--- config.mk ---
export PLATFORM = sky130hd
export DESIGN_NAME = instr_fetch_flat
export DESIGN_NICKNAME = d
export VERILOG_FILES = /design/src/rtl/cpu_pkg.sv /design/src/rtl/instr_fetch_if.sv /design/src/rtl/fetch_fifo.sv /design/src/rtl/instr_fetch.sv /design/src/flat_wrapper.sv
export SDC_FILE = /design/constraint.sdc
export NUM_CORES = 1
export LEC_CHECK = 0
export BUFFER_PORTS_ARGS = -buffer_cell sky130_fd_sc_hd__buf_2
export CORE_MARGIN = 3
export CORE_UTILIZATION = 56
export DETAILED_ROUTE_END_ITERATION = 8
export HOLD_SLACK_MARGIN = 0.1
export MAX_ROUTING_LAYER = met4
export PLACE_DENSITY = 0.82
export SYNTH_ARGS = -nofsm -noshare
export SYNTH_HDL_FRONTEND = slang
export SYNTH_SLANG_ARGS = --single-unit
--- constraint.sdc ---
create_clock -name clk -period 3.35 [get_ports clk]
set_clock_uncertainty 0.05 [all_clocks]
set_input_delay 0.1675 -clock clk [delete_from_list [all_inputs] [get_ports clk]]
set_output_delay 0.1675 -clock clk [all_outputs]
set_load 0.02 [all_outputs]
--- src/rtl/cpu_pkg.sv ---
// rtl/cpu_pkg.sv - shared CPU constants and fetch-path types
package cpu_pkg;

    localparam int XLEN        = 32;
    localparam int INSTR_BYTES = 4;

    // addi x0, x0, 0: harmless filler shown to decode before anything is fetched
    localparam logic [XLEN-1:0] NOP_INSTR = 32'h0000_0013;

    // One prefetched instruction together with the byte address it came from
    typedef struct packed {
        logic [XLEN-1:0] pc;
        logic [XLEN-1:0] instr;
    } fetch_entry_t;

    localparam fetch_entry_t RESET_ENTRY = '{pc: '0, instr: NOP_INSTR};

    // Fetch addresses are always whole instruction words
    function automatic logic [XLEN-1:0] word_align(input logic [XLEN-1:0] addr);
        return {addr[XLEN-1:2], 2'b00};
    endfunction

endpackage

--- src/rtl/instr_fetch_if.sv ---
// rtl/instr_fetch_if.sv - redirect, instruction ROM and decode-side signals of the fetch unit
interface instr_fetch_if;
    import cpu_pkg::*;

    logic            redirect_valid;
    logic [XLEN-1:0] redirect_pc;
    logic            imem_req;
    logic [XLEN-1:0] imem_addr;
    logic [XLEN-1:0] imem_rdata;
    logic            out_valid;
    logic            out_ready;
    logic [XLEN-1:0] out_instr;
    logic [XLEN-1:0] out_pc;

    // Fetch unit side
    modport master (
        input  redirect_valid,
        input  redirect_pc,
        input  imem_rdata,
        input  out_ready,
        output imem_req,
        output imem_addr,
        output out_valid,
        output out_instr,
        output out_pc
    );

    // Core / ROM side
    modport slave (
        output redirect_valid,
        output redirect_pc,
        output imem_rdata,
        output out_ready,
        input  imem_req,
        input  imem_addr,
        input  out_valid,
        input  out_instr,
        input  out_pc
    );

endinterface

--- src/rtl/fetch_fifo.sv ---
// rtl/fetch_fifo.sv - circular prefetch buffer of {pc, instr} entries with flush
module fetch_fifo
    import cpu_pkg::*;
#(
    parameter int DEPTH = 2
) (
    input  logic         clk,
    input  logic         rst_n,
    input  logic         flush_i,
    input  logic         push_i,
    input  fetch_entry_t push_entry_i,
    input  logic         pop_i,
    output fetch_entry_t head_o,
    output logic [2:0]   count_o
);

    localparam int PW = (DEPTH > 2) ? 2 : 1;

    fetch_entry_t    mem_q [DEPTH];
    logic [PW-1:0]   wr_ptr_q, wr_ptr_d;
    logic [PW-1:0]   rd_ptr_q, rd_ptr_d;
    logic [2:0]      count_q, count_d;
    logic            do_push;
    logic            do_pop;

    // Pointers wrap at DEPTH, which need not be a power of two
    function automatic logic [PW-1:0] ptr_inc(input logic [PW-1:0] p);
        return (p == PW'(DEPTH - 1)) ? '0 : p + PW'(1);
    endfunction

    // Flush beats everything; a full buffer still accepts a push when it is popped
    always_comb begin
        do_pop   = pop_i && (count_q != 3'd0) && !flush_i;
        do_push  = push_i && !flush_i && ((count_q != 3'(DEPTH)) || do_pop);
        wr_ptr_d = wr_ptr_q;
        rd_ptr_d = rd_ptr_q;
        count_d  = count_q;
        if (flush_i) begin
            wr_ptr_d = '0;
            rd_ptr_d = '0;
            count_d  = '0;
        end else begin
            if (do_push) begin
                wr_ptr_d = ptr_inc(wr_ptr_q);
            end
            if (do_pop) begin
                rd_ptr_d = ptr_inc(rd_ptr_q);
            end
            case ({do_push, do_pop})
                2'b10:   count_d = count_q + 3'd1;
                2'b01:   count_d = count_q - 3'd1;
                default: count_d = count_q;
            endcase
        end
    end

    // Pointer and occupancy registers
    always_ff @(posedge clk or negedge rst_n) begin
        if (!rst_n) begin
            wr_ptr_q <= '0;
            rd_ptr_q <= '0;
            count_q  <= '0;
        end else begin
            wr_ptr_q <= wr_ptr_d;
            rd_ptr_q <= rd_ptr_d;
            count_q  <= count_d;
        end
    end

    // Entry storage; reset contents make the idle head read as a NOP at pc 0
    always_ff @(posedge clk or negedge rst_n) begin
        if (!rst_n) begin
            for (int i = 0; i < DEPTH; i++) begin
                mem_q[i] <= RESET_ENTRY;
            end
        end else if (do_push) begin
            mem_q[wr_ptr_q] <= push_entry_i;
        end
    end

    // Head comes straight from storage, so a push is only visible next cycle
    assign head_o  = mem_q[rd_ptr_q];
    assign count_o = count_q;

endmodule

--- src/rtl/instr_fetch.sv ---
// rtl/instr_fetch.sv - instruction fetch unit with credit-limited prefetch and redirect flush
module instr_fetch
    import cpu_pkg::*;
#(
    parameter logic [XLEN-1:0] RESET_PC = 32'h0000_0000,
    parameter int              DEPTH    = 2
) (
    input  logic          clk,
    input  logic          rst_n,
    instr_fetch_if.master bus
);

    logic [XLEN-1:0] fetch_pc_q, fetch_pc_d;
    logic            inflight_q, inflight_d;
    logic [XLEN-1:0] inflight_pc_q, inflight_pc_d;

    logic [2:0]      count;
    fetch_entry_t    head;
    fetch_entry_t    push_entry;
    logic            out_valid;
    logic            pop;
    logic            push;
    logic            issue;

    // Issue/accept decisions; an entry being popped this cycle frees a credit
    // immediately so the ROM can be read every cycle in steady state
    always_comb begin
        out_valid     = (count != 3'd0) && !bus.redirect_valid;
        pop           = out_valid && bus.out_ready;
        issue         = rst_n && !bus.redirect_valid &&
                        ((int'(count) + int'(inflight_q)) < (DEPTH + int'(pop)));
        push          = inflight_q && !bus.redirect_valid;
        push_entry    = '{pc: inflight_pc_q, instr: bus.imem_rdata};
        fetch_pc_d    = fetch_pc_q;
        inflight_d    = issue;
        inflight_pc_d = inflight_pc_q;
        if (bus.redirect_valid) begin
            fetch_pc_d = word_align(bus.redirect_pc);
        end else if (issue) begin
            fetch_pc_d = fetch_pc_q + XLEN'(INSTR_BYTES);
        end
        if (issue) begin
            inflight_pc_d = fetch_pc_q;
        end
    end

    // Fetch address and the single outstanding ROM read
    always_ff @(posedge clk or negedge rst_n) begin
        if (!rst_n) begin
            fetch_pc_q    <= word_align(RESET_PC);
            inflight_q    <= 1'b0;
            inflight_pc_q <= '0;
        end else begin
            fetch_pc_q    <= fetch_pc_d;
            inflight_q    <= inflight_d;
            inflight_pc_q <= inflight_pc_d;
        end
    end

    // A redirect flushes buffered words; the response landing that cycle is dropped too
    fetch_fifo #(
        .DEPTH (DEPTH)
    ) u_fifo (
        .clk          (clk),
        .rst_n        (rst_n),
        .flush_i      (bus.redirect_valid),
        .push_i       (push),
        .push_entry_i (push_entry),
        .pop_i        (pop),
        .head_o       (head),
        .count_o      (count)
    );

    assign bus.imem_req  = issue;
    assign bus.imem_addr = fetch_pc_q;
    assign bus.out_valid = out_valid;
    assign bus.out_instr = head.instr;
    assign bus.out_pc    = head.pc;

endmodule

--- src/flat_wrapper.sv ---
// flat-port wrapper written by rule: the top's interface ports become plain ports
module instr_fetch_flat import cpu_pkg::*;
#(
    parameter logic [XLEN-1:0] RESET_PC = 32'h0000_0000,
    parameter int              DEPTH    = 2
)
  (clk, rst_n, bus_redirect_valid, bus_redirect_pc, bus_imem_rdata, bus_out_ready, bus_imem_req, bus_imem_addr, bus_out_valid, bus_out_instr, bus_out_pc);
  instr_fetch_if bus_i ();
  input  logic clk;
  input  logic rst_n;
  input wire logic [$bits(bus_i.redirect_valid)-1:0] bus_redirect_valid;
  input wire logic [$bits(bus_i.redirect_pc)-1:0] bus_redirect_pc;
  input wire logic [$bits(bus_i.imem_rdata)-1:0] bus_imem_rdata;
  input wire logic [$bits(bus_i.out_ready)-1:0] bus_out_ready;
  output wire logic [$bits(bus_i.imem_req)-1:0] bus_imem_req;
  output wire logic [$bits(bus_i.imem_addr)-1:0] bus_imem_addr;
  output wire logic [$bits(bus_i.out_valid)-1:0] bus_out_valid;
  output wire logic [$bits(bus_i.out_instr)-1:0] bus_out_instr;
  output wire logic [$bits(bus_i.out_pc)-1:0] bus_out_pc;
  assign bus_i.redirect_valid = bus_redirect_valid;
  assign bus_i.redirect_pc = bus_redirect_pc;
  assign bus_i.imem_rdata = bus_imem_rdata;
  assign bus_i.out_ready = bus_out_ready;
  assign bus_imem_req = bus_i.imem_req;
  assign bus_imem_addr = bus_i.imem_addr;
  assign bus_out_valid = bus_i.out_valid;
  assign bus_out_instr = bus_i.out_instr;
  assign bus_out_pc = bus_i.out_pc;
  instr_fetch #(.RESET_PC(RESET_PC), .DEPTH(DEPTH)) u_core (.clk(clk), .rst_n(rst_n), .bus(bus_i));
endmodule
Word-level counts from Yosys, hierarchy flattened
Index checks and enable logic that the tools add are counted.

operators by class
  reductions and logical operators = 17
  bitwise operators = 2
  eq/ne operators = 3
  mux-type cells = 16
  add/subtract/negate cells = 7
  $lt $le $gt $ge = 4

operator list
  operator                 count
  $mux W64                 4
  $bwmux W128              1
  $demux W64 S1            1
  $mux W32                 2
  $add A32 B3 Y32 const B  1
  $lt A32 B32 Y1           1
  $logic_and A1 B1 Y1      10
  $mux W1                  6
  $pmux W3 S2              1
  $reduce_bool A2 Y1       3
  $reduce_bool A3 Y1       2
  $add A3 B1 Y4            1
  $ge A2 B2 Y1 const B     2
  $not A1 Y2               2
  $add A2 B1 Y3 const A    1
  $add A3 B1 Y3 const B    1
  $mux W3                  1
  $ne A3 B2 Y1 const B     1
  $sub A3 B1 Y3 const B    1
  $add A1 B1 Y1 const B    2
  $eq A2 B1 Y1 const B     1
  $eq A2 B2 Y1 const B     1
  $lt A2 B1 Y1 const B     1
  $logic_not A1 Y1         1
  $logic_or A1 B1 Y1       1

storage, ports and cells
  flip-flop bits (word level) = 198

Logic depth before layout (Yosys ltp)
  depth in word-level cells = 10
  depth in mapped cells = 9
  gate-level depth less buffers = 7

Cells and area by module
Synthesis repeated with hierarchy kept, for this count alone.

second synthesis, totals
  cells, all modules = 674
  area total of the unflattened synthesis = 9061.2 um^2

modules (own cells, without submodules)
  module       times used  cells an instance  sequential area each (um^2)  area each (um^2)
  fetch_fifo   1           377                3335.7                       5978.2
  instr_fetch  1           297                1526.5                       3083.0

Worst setup path before layout
No wires, ideal clock.

  path type = register -> register
  from = register u_core.u_fifo.count_q[0] (netlist: u_core.u_fifo.count_o[0])
  to = register u_core.fetch_pc_q[23] (netlist: u_core.bus.imem_addr[23])
  library setup time = 0.069 ns
  data arrival time = 2.199 ns
  buffers on the path = 1
  stages on the path, launching flop included = 9
  data required time = 3.231 ns
  slack = 1.033 ns
  cells stage by stage = dfrtp_1 -> ha_1 -> ha_1 -> a21boi_0 -> a21o_2 -> clkbuf_1 -> nand3_2 -> or4_1 -> nand3_1

on the way
  cells in the longest elaborated chain, start to end = 7

ends and longest elaborated chain
  item                              line               source
  from (decl)                       fetch_fifo.sv:22   logic [2:0] count_q, count_d;
  from (signal assigned)            fetch_fifo.sv:66   count_q <= count_d;
  $reduce_bool A3 Y1                instr_fetch.sv:28  out_valid = (count != 3'd0) && !bus.redirect_valid;
  $logic_and A1 B1 Y1               instr_fetch.sv:28
  $logic_and A1 B1 Y1               instr_fetch.sv:29  pop = out_valid && bus.out_ready;
  $add A2 B1 Y3                     instr_fetch.sv:31  ((int'(count) + int'(inflight_q)) < (DEPTH + int'(pop)));
  $lt A32 B32 Y1 (*)                instr_fetch.sv:31
  $logic_and A1 B1 Y1 (*)           instr_fetch.sv:30  issue = rst_n && !bus.redirect_valid &&
  $reduce_bool A2 Y1 (no line) (*)  --
  to (signal assigned)              instr_fetch.sv:50  fetch_pc_q <= word_align(RESET_PC);
  to (signal assigned)              instr_fetch.sv:54  fetch_pc_q <= fetch_pc_d;
  to (decl)                         instr_fetch.sv:13  logic [XLEN-1:0] fetch_pc_q, fetch_pc_d;

Mark *: on every way between the ends. The rest lies on a longest branch, timed or not.
A chain may end at the register's enable or synchronous reset.

Final worst setup path
  from = register u_core.u_fifo.count_q[0] (netlist: u_core.u_fifo.count_o[0])
  to = register u_core.fetch_pc_q[24] (netlist: u_core.bus.imem_addr[24])

Same word-level chain as after synthesis.

==> flow_summary.json <==
{
  "status": "complete, no violations",
  "core_area_mm2": 0.0154,
  "grt_pass1_wl_mm": 35.2,
  "worst_slew_pin_slew_ns": 0.819,
  "ir_drop_mv": 0.645,
  "fmax_mhz": 354,
  "yosys_warnings": 0,
  "placement_rows": 45,
  "worstSetupStartpointType": "register",
  "synth_area_mm2": 0.00894,
  "fin_util": 0.719,
  "clk_pin_slew_ns": 0.07,
  "rrSetupSlack_ns": 0.53,
  "required_ns": 3.64,
  "maxSlewHeadroom": 0.450,
  "final_common_cell": "dfrtp_1",
  "postSynthAreaPerCell_um2": 13.6,
  "whs_ns": 0.186,
  "via_count": 6246,
  "fillers": 1027,
  "root_buffer": "clkbuf_16",
  "hold_buffers": 63,
  "cts_tree": "built",
  "leakage_nw": 5.14,
  "die_y_um": 132,
  "grt_usage": 0.256,
  "wl_per_cell_um": 19.3,
  "ys_seq_area_frac": 0.533,
  "crit_path_end_kind": "register",
  "ant_nets": 0,
  "power_density_mw_per_mm2": 895,
  "io_buffers": 159,
  "drv_slew": 0,
  "finalSetupViolCount": 0,
  "area_growth_pct": 24.0,
  "place.gp.congestion": 0.888,
  "overflow": 0,
  "drt-vias-per-instance": 5.68,
  "drive_above_1_share": 0.475,
  "h-tree-depth": 4,
  "critPathKind": "register to register",
  "stdcell_count": 1099,
  "numCtsBuffers": 17,
  "postSynthCellCount": 659,
  "first_pass_iters": 7,
  "placed_cells": 1004,
  "cts_buffer_depth": 2,
  "die_area_mm2": 0.0175,
  "layout.nets": 947,
  "clk_latency_ns": 0.42,
  "antenna_found_initial": 0,
  "grt_max_degree": 68,
  "start_util": 0.580,
  "cts_setup_buffers": 0,
  "arrival_ns": 3.11,
  "first_global_vias": 6693,
  "post-route-period-util": 0.843,
  "fin_setup_tns_ns": 0,
  "drc": 0,
  "io_pins": 166,
  "layout_common_cells": "183 x dfrtp_1, 158 x buf_2, 149 x mux2_2",
  "clock-sinks": 190,
  "rsz0062_at_grt": "no",
  "hold_path_class": "primary input to asynchronous set/reset pin",
  "fp.dieW_um": 132,
  "period_needed_ns": 2.82,
  "maxCapViolations": 0,
  "routed_wl_mm": 21.2,
  "synthFlopType": "dfrtp_1",
  "synth-async-reset-ratio": 1.00,
  "place_hpwl_mm": 13.2,
  "cts_resized": 0,
  "synth_edf_count": 0,
  "hold_viol_final": 0,
  "drt-initial-drc-count": 385,
  "diodes": 0,
  "path_max_fanout": 13,
  "synth_seq_cells": 190,
  "yosysUniqueCellTypes": 50
}
==> flip-flops by register name, indices dropped and copies added, names as in the netlist <==
| register | count |
|---|---|
| u_core.inflight_pc_q | 30 |
| u_core.u_fifo.mem_q | 124 |
| u_core.bus.imem_addr | 30 |
| u_core.u_fifo.wr_ptr_q | 1 |
| u_core.u_fifo.count_o | 3 |
| u_core.inflight_q | 1 |
| u_core.u_fifo.rd_ptr_q | 1 |
==> where the power goes <==
part	switching, mW	internal [mW]
logic	1.87	2.01
registers	0.703	3.28
clock network	0.864	1.20
total	3.43	6.49
==> routing by layer <==
layer	share of wire	global-route usage
met5	0	-
met4	0.017	0.0837
met3	0.063	0.0565
met2	0.49	0.404
met1	0.43	0.334
==> critical path: stages (launching register included) <==
cell,delay (ns)
dfrtp_1,0.48
ha_1,0.21
ha_1,0.16
a21boi_0,0.24
a21o_2,0.34
nand3_1,0.25
buf_4,0.27
or4_1,0.52
a31oi_1,0.21
==> final cells by class <==
cell class	count	area [um^2]	area share
flip-flops and latches	190	4760	0.429
multi-input cells	421	3840	0.346
repair buffers	235	1580	0.143
clock buffers	20	447	0.0403
well taps	211	264	0.0238
clock inverters	12	159	0.0143
inverters	10	37.5	0.00338
==> logic make-up (layout without fill, tap and decap cells) <==
| logic type | after synthesis | in the layout | synth area share |
|---|---|---|---|
| adders and majority gates | 4 | 4 | 0.00644 |
| other | 1 | 4 | 0.000419 |
| DFF | 190 | 190 | 0.533 |
| buffers and inverters | 51 | 277 | 0.0400 |
| xor gates and xnor gates | 13 | 13 | 0.0127 |
| and+or+nand+nor | 124 | 124 | 0.0702 |
| AOI/OAI and AO/OA | 64 | 64 | 0.0463 |
| muxes | 212 | 212 | 0.291 |
==> stage by stage <==
| step | setup WS (ns) | power (mW) | area, um^2 |
|---|---|---|---|
| 6_report | 0.525 | 9.92 | 11100 |
| 5_1_grt | 0.363 | 10.5 | 11100 |
| 4_1_cts | 0.562 | 9.96 | 11100 |
| 3_5_place_dp | 0.587 | 7.78 | 9850 |
| 3_3_place_gp | 0.707 | 7.58 | 9850 |
| 2_1_floorplan | 1.03 | 6.65 | 8950 |
==> path summary, 6_finish.rpt <==
kind                                                       from                                    to  cells past startpoint
setup / recovery           u_core.u_fifo.count_o[0]$_DFFE_PN0P_  u_core.bus.imem_addr[24]$_DFFE_PN0P_                      8
hold / removal                                            rst_n   u_core.u_fifo.mem_q[44]$_DFFE_PN0P_                      2
setup reg to reg           u_core.u_fifo.count_o[0]$_DFFE_PN0P_  u_core.bus.imem_addr[24]$_DFFE_PN0P_                      8
hold reg to reg             u_core.u_fifo.mem_q[63]$_DFFE_PN0P_   u_core.u_fifo.mem_q[63]$_DFFE_PN0P_                      1
max in group asynchronous                                 rst_n  u_core.u_fifo.mem_q[127]$_DFFE_PN0P_                      4
min in group clk                                  bus_out_ready    u_core.u_fifo.rd_ptr_q$_DFFE_PN0P_                      4
==> cell usage after synthesis, types with 3 or more instances <==
library cell  count  area [um^2]
dfrtp_1         184         4600
mux2_2          149         1680
mux2_4           59          886
nand2_1          37          139
o21ai_0          26          130
nor2_1           23         86.3
nand3_1          17         85.1
clkbuf_1         13         48.8
nand4_1          13         81.3
a31oi_1          11         68.8
or4_1            10         75.1
xor2_1           10         87.6
buf_2             9         45.0
inv_1             9         33.8
o31ai_1           8         60.1
buf_12            7          140
buf_4             7         52.6
nor3_1            7         35.0
dfstp_2           6          158
and3_1            4         25.0
mux2i_1           4         40.0
or3_1             4         25.0
buf_1             3         11.3
ha_1              3         37.5
xnor2_1           3         26.3
Note: power is estimated with default switching activity, not from simulation.
